[config.mk]
export PLATFORM = sky130hd
export DESIGN_NAME = axis_fifo_reader
export DESIGN_NICKNAME = d
export VERILOG_FILES = /design/src/rtl/axis_fifo_reader.sv
export SDC_FILE = /design/constraint.sdc
export NUM_CORES = 1
export LEC_CHECK = 0
export ABC_CLOCK_PERIOD_IN_PS = 8070
export BUFFER_PORTS_ARGS = -buffer_cell sky130_fd_sc_hd__buf_4
export CAP_MARGIN = 30
export CORE_MARGIN = 3
export CORE_UTILIZATION = 40
export DETAILED_ROUTE_END_ITERATION = 10
export PLACE_DENSITY = 0.59
export SLEW_MARGIN = 40
export SYNTH_ARGS = -nofsm -noshare
export SYNTH_HDL_FRONTEND = slang
export SYNTH_SLANG_ARGS = --single-unit
export TNS_END_PERCENT = 100
[constraint.sdc]
create_clock -name clk -period 8.07 [get_ports clk]
set_input_delay 1.614 -clock clk [delete_from_list [all_inputs] [get_ports clk]]
set_output_delay 1.614 -clock clk [all_outputs]
set_load 0.03 [all_outputs]
[src/rtl/axis_fifo_reader.sv]
// rtl/axis_fifo_reader.sv - AXI-stream master front end for a standard-mode native FIFO read port
module axis_fifo_reader #(
   parameter int DATA_WIDTH   = 72,
   parameter int READ_LATENCY = 2
) (
   input  logic                  clk,
   input  logic                  rst_n,
   input  logic                  fifo_empty,
   input  logic                  fifo_rd_rst_busy,
   output logic                  fifo_rd_en,
   input  logic [DATA_WIDTH-1:0] fifo_dout,
   input  logic                  fifo_valid,
   output logic                  m_axis_tvalid,
   input  logic                  m_axis_tready,
   output logic [DATA_WIDTH-1:0] m_axis_tdata,
   output logic                  err_sync
);

   localparam int BUF_DEPTH = READ_LATENCY + 1;
   localparam int PW        = $clog2(BUF_DEPTH);
   // Must hold count + inflight, which can reach 2*READ_LATENCY + 1.
   localparam int CW        = $clog2(2 * BUF_DEPTH + 1);

   logic [READ_LATENCY-1:0] pipe;
   logic [CW-1:0]           count;
   logic [CW-1:0]           inflight;
   logic [CW-1:0]           credit_use;
   logic [PW-1:0]           wr_ptr;
   logic [PW-1:0]           rd_ptr;
   logic [DATA_WIDTH-1:0]   skid_mem [BUF_DEPTH];
   logic                    land;
   logic                    pop;

   function automatic logic [PW-1:0] ptr_inc(input logic [PW-1:0] p);
      return (p == PW'(BUF_DEPTH - 1)) ? '0 : p + 1'b1;
   endfunction

   assign land          = pipe[READ_LATENCY-1];
   assign m_axis_tvalid = (count != '0);
   assign m_axis_tdata  = skid_mem[rd_ptr];
   assign pop           = m_axis_tvalid & m_axis_tready;

   always_comb begin
      inflight = '0;
      for (int i = 0; i < READ_LATENCY; i++) begin
         inflight = inflight + CW'(pipe[i]);
      end
   end

   // A pop in this cycle frees its slot in time for a read issued now.
   assign credit_use = count + inflight - CW'(pop);
   assign fifo_rd_en = rst_n & ~fifo_empty & ~fifo_rd_rst_busy & (credit_use < CW'(BUF_DEPTH));

   always_ff @(posedge clk or negedge rst_n) begin
      if (!rst_n) begin
         pipe     <= '0;
         count    <= '0;
         wr_ptr   <= '0;
         rd_ptr   <= '0;
         err_sync <= 1'b0;
         for (int i = 0; i < BUF_DEPTH; i++) begin
            skid_mem[i] <= '0;
         end
      end else begin
         pipe <= READ_LATENCY'({pipe, fifo_rd_en});

         if (land) begin
            skid_mem[wr_ptr] <= fifo_dout;
            wr_ptr           <= ptr_inc(wr_ptr);
         end
         if (pop) begin
            rd_ptr <= ptr_inc(rd_ptr);
         end

         if (land && !pop) begin
            count <= count + 1'b1;
         end else if (pop && !land) begin
            count <= count - 1'b1;
         end

         if ((land != fifo_valid) || (land && !pop && (count == CW'(BUF_DEPTH)))) begin
            err_sync <= 1'b1;
         end
      end
   end

endmodule

; ---- Word-level counts from Yosys, hierarchy flattened
; Cells that the tools add are included.
[op_classes]
addsub = 7
magnitude_cmp = 4
eq_ne = 4
mux = 10
n_bitwise = 8
n_reduce_logical = 9
[op_table]
columns = cell, count
row1 = $bwmux 216, 1
row2 = $mux 72, 3
row3 = $bmux 72 s2, 1
row4 = $demux 72 s2, 1
row5 = $ge 3x3->1 const B, 2
row6 = $mux 3, 2
row7 = $not 2->3, 2
row8 = $add 2x1->2 const B, 2
row9 = $and 1x1->1, 4
row10 = $eq 2x2->1 const B, 2
row11 = $logic_and 1x1->1, 4
row12 = $mux 2, 2
row13 = $add 3x1->3 const B, 1
row14 = $add 3x2->3, 1
row15 = $eq 3x2->1 const B, 1
row16 = $lt 3x1->1 const B, 1
row17 = $lt 3x2->1 const B, 1
row18 = $reduce_bool 3->1, 1
row19 = $sub 3x1->3, 1
row20 = $sub 3x1->3 const B, 1
row21 = $add 1x1->2, 1
row22 = $logic_not 1->1, 2
row23 = $not 1->1, 2
row24 = $reduce_bool 2->1, 1
row25 = other kinds (2), 2
[word_totals]
reg_bits = 226
out_inout_bits = 75

; ---- Depth between registers and ports, before layout
; Gate-level depths: netlist of run 1.
[depth]
depth_word = 6
depth_mapped = 9
mapped_depth_nobuf = 9

; ---- Worst setup path after synthesis of run 1
; Ideal clock, no wire load.
[synth_path]
kind = in2out
start = input port m_axis_tready
end = output port fifo_rd_en
t_arrival_ns = 3.564
required_ns = 6.456
setup_slack_ns = 2.892
path_stages = 9
path_buffers = 0
cell_sequence = o31ai_1 -> inv_1 -> ha_1 -> fa_1 -> inv_1 -> fa_1 -> nor2b_1 -> nor3_1 -> and3_1
[synth_between]
elab_chain_len = 4
[synth_lines]
columns = item, line_no
row1 = "start, declared", 14  ; input logic m_axis_tready,
row2 = $and 1x1->1, 41  ; assign pop = m_axis_tvalid & m_axis_tready;
row3 = via pop, 32  ; logic pop;
row4 = $sub 3x1->3, 51  ; assign credit_use = count + inflight - CW'(pop);
row5 = $lt 3x2->1, 52  ; assign fifo_rd_en = rst_n & ~fifo_empty & ~fifo_rd_rst_busy & (credit_use < CW'(BUF_DEPTH));
row6 = $and 1x1->1, 52
row7 = "end, declared", 10  ; output logic fifo_rd_en,
; The timed path passes the listed nets, and every way through them passes these cells.

; ---- Final worst setup path of run 1
; Same ends and word-level chain as after synthesis.

==> run metrics, run 1 <==
status completed; Synth top area share 55.1%; worst vdd ir 0.267 mV; R2R cell count 9; CTS Buf Count 26; Detail Route Antenna Nets 0; worst setup path endpoint fifo_rd_en; met3 wire length approximately 950 um; CTS Hold Bufs 0; Cells after Synth 742; register area share after synthesis a little under three fifths; post_cts resized 0; max incr delay on CP 0.41 ns; clock buffer depth 3; Reg power frac between 30% and 40%; worst-path maximum fanout 5; top routing layer in use met4; Worst-Margin Slew roughly 0.81 ns; placed cell areas approximately 12,000 um2; Tot GR Track Use between 15 and 20%; Fin. Hold Viols 0; routed vias 6,284; crit path from m_axis_tready; Core Area ~25,000 um2; Initial Util about 41%; I/O Pins approximately 150; 1st-iter DRT viols 307; total clock sinks 226; clock-pin slew on the worst setup and hold paths approximately 0.05 ns; max capacitance violation total 0; Pwr Density 460 nW/um2; Ys Warns 0; top cells by area, synth dfrtp_1 55%, mux2_2 16%, mux2_4 10%, mux2i_1 7.0%, o21ai_0 3.6%; Vias/cell roughly 5; Setup-failing EPs final 0; r2r endpoint pipe[0]$_DFF_PN0_; root buf cell clkbuf_16; grt ovf 0; Synth area leader dfrtp_1; switching part of the total power 37.4%; n_diodes 0; filler cell count 2,240; Die ar. 27,600 um2; Cell Area, Synth 10,300 um2; HPWL after detailed placement between 10,000 and 15,000 um; fin nets 970; Port-buffer cells 152; clock power share 20.1%; Placer Congestion 0.758; post-CTS setup buffer count 0; Slew Limit Fails 0; Inst Count DP between 1,000 and 1,500; WP data arrival 3.82 ns; Slew HR 45.9%; final wirelength 22,700 um; share of cells above drive strength 1 a little under half; Leakage 5.85 nW; worst path required time approximately 6.5 ns; Hold Path Origin pipe[0]$_DFF_PN0_; crit path kind input pin to primary output; HP Class flip-flop to flip-flop; final hold slack 0.374 ns; Design Area, Final between 10,000 and 15,000 um2; RSZ-0062 raised after global routing false; critical-path cell list buf_4, o31ai_1, inv_1, ha_1, fa_1, inv_1, fa_1, nor2b_1, nor3_1, and3_1, buf_4; Mapped Avg Cell Area approximately 14 um2; later-pin clock latency in the skew report roughly 0.53 ns; first-pass GRT wire length 37,300 um; Post-Route M1 WL 11,000 um; crit start category input pin; CP max stage cell fa_1; Comb pwr share 45.1%; largest net degree at the start of global routing 75; Synth Register Bits 226; setup_tns 0 ns; Clock Skew between 0.008 and 0.009 ns; cell-internal power 0.00363 W; worst r2r src count[1]$_DFFE_PN0N_; router iterations before antenna repair 4; fin cells 1,235; H-tree Lvls 1; r2r setup slk just over 5 ns; WL met2 a little over 10,000 um; routed len/inst about 18 um; vias in the first global route 6,609; Placement Rows 58; syn nets 825; Die Span Y 166 um; Residual DRC 0; CTS tree built; die extent in x 166 um; count of different cell masters after synthesis 28; Util after Layout 50.1%; clock period minus worst slack around 5.4 ns; initial antenna violation count 0; Max Freq 0.184 GHz; Sw Pwr between 0.002 and 0.0025 W; area grow syn2layout 22.8%; CP Capture Type primary output; post-route clock period utilization 67.4%
==> Yosys cell counts (all sizes together) <==
cell type,n
xor2,3
o21ai,73
nor3,3
nand3,1
inv,9
dfrtp,226
fa,3
and3,1
mux2i,72
a21o,2
clkbuf,8
o41ai,1
nor2b,2
nand2,72
mux2,218
xnor2,3
buf,38
ha,2
nor2,2
or3,2
o31ai,1
==> final cells by class <==
class	count	area, um2	area share (%)
multi-input cells	461	4340	34.4
well taps	330	413	3.28
clock buffers	41	797	6.32
inverters	9	33.8	0.268
repair buffers	163	1300	10.3
clock inverters	5	61.3	0.486
flip-flops and latches	226	5660	44.9
==> cells in the final DEF, fill, tap and decap left out, types with 2 or more instances in the layout <==
master       n
dfrtp_1    224
buf_4      155
mux2_2     142
o21ai_0     73
mux2i_1     72
nand2_1     72
mux2_4      70
clkbuf_16   26
clkbuf_8     9
inv_1        8
mux2_1       6
clkbuf_1     6
xnor2_1      3
xor2_1       3
fa_1         3
clkinv_2     3
buf_6        3
nor3_1       2
a21o_1       2
nor2_1       2
ha_1         2
buf_8        2
buf_16       2
==> power by group through the flow <==
| stage | sequential [W] | combinational [W] | clock [W] |
|---|---|---|---|
| floorplan | 0.00192 | 0.00188 | 0 |
| global route | 0.00209 | 0.00281 | 0.00125 |
| global placement | 0.00201 | 0.00260 | 0 |
| detailed placement | 0.00202 | 0.00265 | 0 |
| CTS | 0.00201 | 0.00265 | 0.00120 |
| finish | 0.00202 | 0.00261 | 0.00117 |
==> worst min-delay path by stage <==
stage | end | slack (ns) | cells after the start
global route | pipe[1]$_DFF_PN0_ | 0.38 | 0
CTS | pipe[1]$_DFF_PN0_ | 0.38 | 0
finish | pipe[1]$_DFF_PN0_ | 0.37 | 0
global placement | pipe[1]$_DFF_PN0_ | 0.36 | 0
detailed placement | pipe[1]$_DFF_PN0_ | 0.36 | 0
floorplan | pipe[1]$_DFF_PN0_ | 0.35 | 0
==> stage by stage <==
stage	setup slack, ns	power, W
floorplan	2.89	0.00380
global route	2.49	0.00615
finish	2.63	0.00579
global placement	2.69	0.00461
detailed placement	2.64	0.00467
CTS	2.61	0.00587
==> critical path, delay by kind of cell <==
| family | cells | cell delay [ns] |
|---|---|---|
| AO/OA/AOI/OAI | 1 | 0.16 |
| adder cells (fa/ha/maj) | 3 | 1.16 |
| buffers and inverters | 4 | 0.44 |
| AND/OR/NAND/NOR | 3 | 0.45 |
==> sequential cells by signal (all words and copies together), names as in the netlist <==
register / count
err_sync: 1
rd_ptr: 2
pipe: 2
wr_ptr: 2
skid_mem: 216
count: 3
==> routing by layer <==
layer  track usage, %  vias up
met5                0        -
met4             3.77        0
met3             3.09       32
met2             25.8      135
met1             23.7     3224
li1                 -     2893
==> kinds of logic (layout without fill, tap and decap cells) <==
family	after synthesis	after routing	synth area share [%]
flops	226	226	55.1
compound gates	77	77	3.86
fa+ha+maj	5	5	0.829
buf+inv	55	218	2.91
simple gates	83	83	3.31
xor+xnor	6	6	0.512
mux	290	290	33.5
Note: power is estimated with default switching activity, not from simulation.
==> inputs of run 2 (changes only) <==
ABC_AREA = 1   (was unset)
ABC_CLOCK_PERIOD_IN_PS = 5200   (was 8070)
PLACE_DENSITY = 0.6   (was 0.59)
clock period = 5.2 ns   (was 8.07 ns; I/O delays follow)
==> run 2 against run 1 <==
  * Power is 50% higher
  * Via count rose by 22%
  * Combinational power increased by 51%
  * Core utilization rose by 0.53 points
  * Clock power grew 55%
  * Design area fell by 5.0%
  * Cell count increased by 31%
  * First-iteration DRC count grew 89%
  * Setup slack worse by 1.6 ns
  * Die area shrank 5.2%
  * Synthesized area fell by 5.4%
  * Critical path depth increased by 1
==> run metrics, run 2 <==
status completed (unchanged); commonest cells in the netlist 449 x nand2_1, 226 x dfrtp_1, 220 x o21ai_0, 88 x inv_1, 78 x nand3_1 (was 226 x dfrtp_1, 142 x mux2_2, 73 x o21ai_0, 72 x mux2i_1, 72 x nand2_1); area grow syn2layout 23.3% (was 22.8%); multi-input logic area 3380 um2 (was 4340 um2); mux contribution to synthesized area 0% (was 33.5%); Leakage 6.26 nW (was 5.85 nW); Synth Area in Adders 0.876% (was 0.829%); I/O Pins 153 (unchanged); Max Freq 0.239 GHz; Setup-failing EPs final 0 (unchanged); grt ovf 0 (unchanged); register area share after synthesis 58.2% (was 55.1%); later-pin clock latency in the skew report 0.52 ns (was 0.53 ns); share of cells above drive strength 1 16.5% (was 46.6%); worst path required time 4.16 ns (was 6.46 ns); syn nets 1,231 (was 825); post-route clock period utilization 80.5%; 1st-iter DRT viols 581 (was 307); switching part of the total power 41.7% (was 37.4%); Worst-Margin Slew 0.666 ns (was 0.812 ns); worst-path maximum fanout 4 (was 5); filler cell count 2,325 (was 2,240); Tot GR Track Use 17.5% (was 16.4%); Synth area leader dfrtp_1 (unchanged); setup_tns 0 ns (unchanged); Fin. Hold Viols 0 (unchanged); Inst Count DP 1,564 (was 1,189); top-count cell post-synth nand2_1 (was dfrtp_1); count of different cell masters after synthesis 18 (was 28); Synth Register Bits 226 (unchanged); commonest non-fill, non-tap cell in the layout nand2_1 (was dfrtp_1); Detail Route Antenna Nets 0 (unchanged); top cells by area, synth dfrtp_1 58%, nand2_1 17%, o21ai_0 11%, nand3_1 4.0%, inv_1 3.4% (was dfrtp_1 55%, mux2_2 16%, mux2_4 10%, mux2i_1 7.0%, o21ai_0 3.6%); routed vias 7,676 (was 6,284); Port-buffer cells 152 (unchanged); Ys Warns 0 (unchanged); xor/xnor cell area share of the yosys netlist 0.0901% (was 0.512%); H-tree Lvls 1 (unchanged); final wirelength 22,800 um (was 22,700 um); total clock sinks 226 (unchanged); cell-internal power 0.00507 W (was 0.00363 W); CTS Hold Bufs 0 (unchanged); fin cells 1,613 (was 1,235); CTS tree built (unchanged); root buf cell clkbuf_16 (unchanged); post_cts resized 0 (unchanged); Util after Layout 50.6% (was 50.1%); Cells after Synth 1,148 (was 742); crit path kind flip-flop to primary output (was input pin to primary output); first-pass GRT wire length 38,000 um (was 37,300 um); crit start category flip-flop (was input pin); Largest register FFs 216 (unchanged); Mapped Avg Cell Area 8.46 um2 (was 13.8 um2); Placement Rows 56 (was 58); Slew Limit Fails 0 (unchanged); Cell Area, Synth 9720 um2 (was 10,300 um2); Pwr Density 726 nW/um2 (was 460 nW/um2); initial antenna violation count 0 (unchanged); clock buffer depth 3 (unchanged); clock power share 20.8% (was 20.1%); CP Capture Type primary output (unchanged); Clock Skew 0.0158 ns (was 0.00851 ns); HPWL after detailed placement 13,800 um (was 13,100 um); routed len/inst 14.2 um (was 18.4 um); most frequent cells in the layout 449 x nand2_1, 226 x dfrtp_1, 220 x o21ai_0 (was 224 x dfrtp_1, 155 x buf_4, 142 x mux2_2); Die ar. 26,200 um2 (was 27,600 um2); RSZ-0062 raised after global routing false (unchanged); fin nets 1,359 (was 970); router iterations before antenna repair 5 (was 4); CTS Buf Count 26 (unchanged); Simple-Gate Fraction of Synth Area 22.5% (was 3.31%); Vias/cell 4.76 (was 5.09); WP data arrival 3.15 ns (was 3.82 ns); Sw Pwr 0.00363 W (was 0.00217 W); Placer Congestion 0.781 (was 0.758); largest net degree at the start of global routing 81 (was 75); clock-pin slew on the worst setup and hold paths 0.06 ns (was 0.05 ns); FFs w/ async S/R, synth 100% (unchanged); Compound-Gate Fraction of Synth Area 11.3% (was 3.86%); vias in the first global route 7,406 (was 6,609); max capacitance violation total 0 (unchanged); HP Class flip-flop to flip-flop (unchanged); Comb pwr share 45.3% (was 45.1%); Reg power frac 33.8% (was 34.8%); Residual DRC 0 (unchanged); Die Span Y 162 um (was 166 um); clock period minus worst slack about 4.2 ns; biggest regs skid_mem (216), count (3) (unchanged); EDFF count, synth 0 (unchanged); ys flop type dfrtp_1 (unchanged); main combinational cell family by area after synthesis simple AND/OR/NAND/NOR gates (was multiplexers); n_diodes 0 (unchanged); Core Area 23,700 um2 (was 25,200 um2); Synth top area share 58.2% (was 55.1%); post-CTS setup buffer count 0 (unchanged); die extent in x 162 um (was 166 um); Design Area, Final 12,000 um2 (was 12,600 um2); placed cell areas 11,100 um2 (was 11,700 um2); FF/Latch Area 5660 um2 (about the same); Initial Util 41.0% (was 40.8%); Slew HR 55.6% (was 45.9%); Largest Register skid_mem (unchanged); worst vdd ir 0.343 mV (was 0.267 mV)
## run 2: worst paths after layout
path                                 startpoint                  endpoint  slack (ns)  depth (start not counted)
hold / removal                pipe[0]$_DFF_PN0_         pipe[1]$_DFF_PN0_        0.39                          0
min in group asynchronous                 rst_n  skid_mem[78]$_DFFE_PN0P_        0.41                          1
setup / recovery           count[1]$_DFFE_PN0N_                fifo_rd_en        1.01                         12
max in group asynchronous                 rst_n  skid_mem[47]$_DFFE_PN0P_        3.24                          3
hold reg to reg               pipe[0]$_DFF_PN0_         pipe[1]$_DFF_PN0_        0.39                          0
setup reg to reg           count[1]$_DFFE_PN0N_         pipe[0]$_DFF_PN0_        2.67                         11
## run 2: worst max-delay path: stages (launching register included)
cell,delay [ns]
dfrtp_1,0.42
inv_1,0.16
nand3_1,0.16
nand2_1,0.16
inv_1,0.06
ha_1,0.33
fa_1,0.37
inv_1,0.08
fa_1,0.40
inv_1,0.07
o21ai_0,0.08
nor2_1,0.15
buf_4,0.18
## run 2: cell families after synthesis
kind of cell	Yosys count
simple gates	539
compound gates	220
buf+inv	157
flops	226
fa+ha+maj	5
xor+xnor	1
## run 2: layout make-up
cell class              count  area share [%]
clock buffers              41            6.58
clock inverters             5           0.647
inverters                  90            2.82
multi-input cells         765            28.2
flip-flops and latches    226            47.2
well taps                 319            3.33
repair buffers            167            11.2
## run 2: power groups by stage
stage | clock (W) | sequential, W | combinational, W
after global routing | 0.00194 | 0.00304 | 0.00437
final | 0.00181 | 0.00294 | 0.00395
after global placement | 0 | 0.00295 | 0.00393
after floorplan | 0 | 0.00287 | 0.00265
after CTS | 0.00187 | 0.00294 | 0.00400
after detailed placement | 0 | 0.00296 | 0.00399
## run 2: layer usage
layer / global-route usage, % / wire length [um] / up-vias
met4: 3.68 / 476 / 0
met1: 25.3 / 10900 / 3597
met5: 0 / 0 / -
met3: 2.93 / 1110 / 28
li1: - / - / 3888
met2: 27.9 / 10300 / 163
## run 2: through the flow
step                      total power (W)  hold slack, ns  worst slack (ns)
after floorplan                   0.00552           0.354              1.26
after global placement            0.00688           0.374              1.20
after detailed placement          0.00696           0.368              1.17
after CTS                         0.00881           0.381             0.995
after global routing              0.00934           0.399             0.867
final                             0.00870           0.395              1.01
==> inputs of run 3 (changes only) <==
ABC_CLOCK_PERIOD_IN_PS = 4100   (was 5200)
clock period = 4.1 ns   (was 5.2 ns; I/O delays follow)
==> run 3 against run 2 <==
  * Register-to-register slack worse by 1.0 ns
  * Global-route usage up 0.38 points
  * Flip-flop and latch count unchanged
  * Via count up 0.55%
  * Routed wire length up 1.5%
  * Design area down 0.88%
  * Sequential share of layout area up 0.42 points
  * Setup slack worse by 0.78 ns
  * Critical endpoint unchanged
  * Largest cell class unchanged
  * Largest power group unchanged
==> run metrics, run 3 (synthesis results as in run 2) <==
post-CTS setup buffer count 0 (unchanged); Vias/cell 4.80 (was 4.76); largest net degree at the start of global routing 105 (was 81); setup_tns 0 ns (unchanged); CP Capture Type primary output (unchanged); Core Area 23,700 um2 (unchanged); Placement Rows 56 (unchanged); worst setup path endpoint fifo_rd_en (unchanged); critical-path cell list inv_1, nand3_1, nand2_2, inv_1, ha_1, fa_1, inv_1, fa_1, inv_1, o21ai_0, nor2_1, buf_4 (was inv_1, nand3_1, nand2_1, inv_1, ha_1, fa_1, inv_1, fa_1, inv_1, o21ai_0, nor2_1, buf_4); Leakage 6.22 nW (was 6.26 nW); total clock sinks 226 (unchanged); R2R cell count 11 (unchanged); max capacitance violation total 0 (unchanged); first-pass GRT wire length 38,800 um (was 38,000 um); final wirelength 23,200 um (was 22,800 um); HP Class input pin to asynchronous set/reset pin (was flip-flop to flip-flop); area grow syn2layout 22.2% (was 23.3%); Tot GR Track Use 17.8% (was 17.5%); Crit path buffers/inverters 5 (unchanged); biggest regs skid_mem (216), count (3) (unchanged); router iterations before antenna repair 5 (unchanged); CP Depth 12 (unchanged); n_diodes 0 (unchanged); H-tree Lvls 1 (unchanged); die extent in x 162 um (unchanged); worst vdd ir 0.419 mV (was 0.343 mV); crit path from count[0]$_DFFE_PN0N_ (was count[1]$_DFFE_PN0N_); Detail Route Antenna Nets 0 (unchanged); routed vias 7,718 (was 7,676); I/O Pins 153 (unchanged); delay-heaviest family, CP adder cells (unchanged); Placer Congestion 0.817 (was 0.781); Setup-failing EPs final 0 (unchanged); Die ar. 26,200 um2 (unchanged); grt ovf 0 (unchanged); worst path required time 3.28 ns (was 4.16 ns); Pwr Density 923 nW/um2 (was 726 nW/um2); routed len/inst 14.4 um (was 14.2 um); Max Freq 0.258 GHz; clock period minus worst slack 3.87 ns; max incr delay on CP 0.44 ns (was 0.42 ns); status completed (unchanged); WP data arrival 3.05 ns (was 3.15 ns); Initial Util 41.0% (unchanged); 1st-iter DRT viols 606 (was 581); Fin. Hold Viols 0 (unchanged); root buf cell clkbuf_16 (unchanged); pre-CTS WS 0.530 ns (was 1.17 ns); Port-buffer cells 152 (unchanged); CP max stage cell dfrtp_1 (unchanged); vias in the first global route 7,464 (was 7,406); fin nets 1,357 (was 1,359); most frequent cells in the layout 448 x nand2_1, 226 x dfrtp_1, 220 x o21ai_0 (was 449 x nand2_1, 226 x dfrtp_1, 220 x o21ai_0); commonest non-fill, non-tap cell in the layout nand2_1 (unchanged); Clock Skew 0.00620 ns (was 0.0158 ns); HPWL after detailed placement 14,000 um (was 13,800 um); later-pin clock latency in the skew report 0.50 ns (was 0.52 ns); crit start category flip-flop (unchanged); setup ws final 0.231 ns (was 1.01 ns); Die Span Y 162 um (unchanged); RSZ-0062 raised after global routing false (unchanged); clock buffer depth 3 (unchanged); Residual DRC 0 (unchanged); filler cell count 2,383 (was 2,325); CTS tree built (unchanged); Util after Layout 50.1% (was 50.6%); worst-path maximum fanout 4 (unchanged); Worst-Margin Slew 0.735 ns (was 0.666 ns); Slew HR 51.0% (was 55.6%); CTS Buf Count 25 (was 26); post-route clock period utilization 94.4%; worst r2r src count[0]$_DFFE_PN0N_ (was count[1]$_DFFE_PN0N_); r2r endpoint pipe[0]$_DFF_PN0_ (unchanged); clock-pin slew on the worst setup and hold paths 0.06 ns (about the same); r2r setup slk 1.66 ns (was 2.67 ns); Slew Limit Fails 0 (unchanged); initial antenna violation count 0 (unchanged); Top cell by count, worst path inv_1 (unchanged); share of cells above drive strength 1 16.7% (was 16.5%); Largest Register skid_mem (unchanged); crit path kind flip-flop to primary output (unchanged); Largest register FFs 216 (unchanged)
run 3: cell count changes in the layout (fill, tap and decap cells not counted):
cell | before | now
clkbuf_1 | 8 | 3
buf_12 | 4 | 0
buf_4 | 159 | 163
clkbuf_8 | 6 | 9
clkbuf_16 | 27 | 25
buf_16 | 1 | 0
clkinv_2 | 2 | 3
clkinvlp_4 | 1 | 0
inv_1 | 88 | 87
inv_2 | 2 | 3
nand2_1 | 449 | 448
nand2_2 | 0 | 1
run 3: layout make-up:
class	instances	area [um2]	area share [%]
clock buffer	37	761	6.41
multi-input combinational	765	3390	28.5
timing repair buffer	166	1260	10.6
inverter	90	338	2.84
sequential	226	5660	47.6
tap	319	399	3.36
clock inverter	5	75.1	0.632
run 3: worst min-delay path by stage:
stage | end | slack (ns) | depth (start not counted)
6_report | skid_mem[78]$_DFFE_PN0P_ | 0.21 | 1
5_1_grt | skid_mem[5]$_DFFE_PN0P_ | 0.22 | 1
4_1_cts | skid_mem[78]$_DFFE_PN0P_ | 0.21 | 1
3_5_place_dp | pipe[1]$_DFF_PN0_ | 0.40 | 0
3_3_place_gp | pipe[1]$_DFF_PN0_ | 0.39 | 0
2_1_floorplan | pipe[1]$_DFF_PN0_ | 0.35 | 0
run 3: report_power, final:
group	switching [W]	total, W	internal (W)	leakage, nW
combinational	0.00322	0.00497	0.00175	3.32
clock	0.000853	0.00225	0.00139	0.416
sequential	0.000527	0.00374	0.00322	2.48
run 3: metal layers:
layer  vias to the layer above  routed length, um  track usage (%)
met3                        27               1300             3.06
met5                         -                  0                0
li1                       3883                  -                -
met2                       184              10700             28.3
met1                      3624              10800             26.0
met4                         0                382             3.68
run 3: stage by stage:
step / power (W) / instances / hold slack (ns) / instance area [um2]
global placement: 0.00871 / 1566 / 0.389 / 11000
floorplan: 0.00700 / 1148 / 0.354 / 9720
detailed placement: 0.00880 / 1566 / 0.397 / 11000
finish: 0.0110 / 1608 / 0.207 / 11900
CTS: 0.0111 / 1608 / 0.209 / 11900
global route: 0.0118 / 1608 / 0.221 / 11900
run 3: timing repair:
item | 4_1_cts | 5_1_grt
endpoints found under the setup margin | 0 | 1
hold buffers | 0 | 0
gates resized for setup | 0 | 2
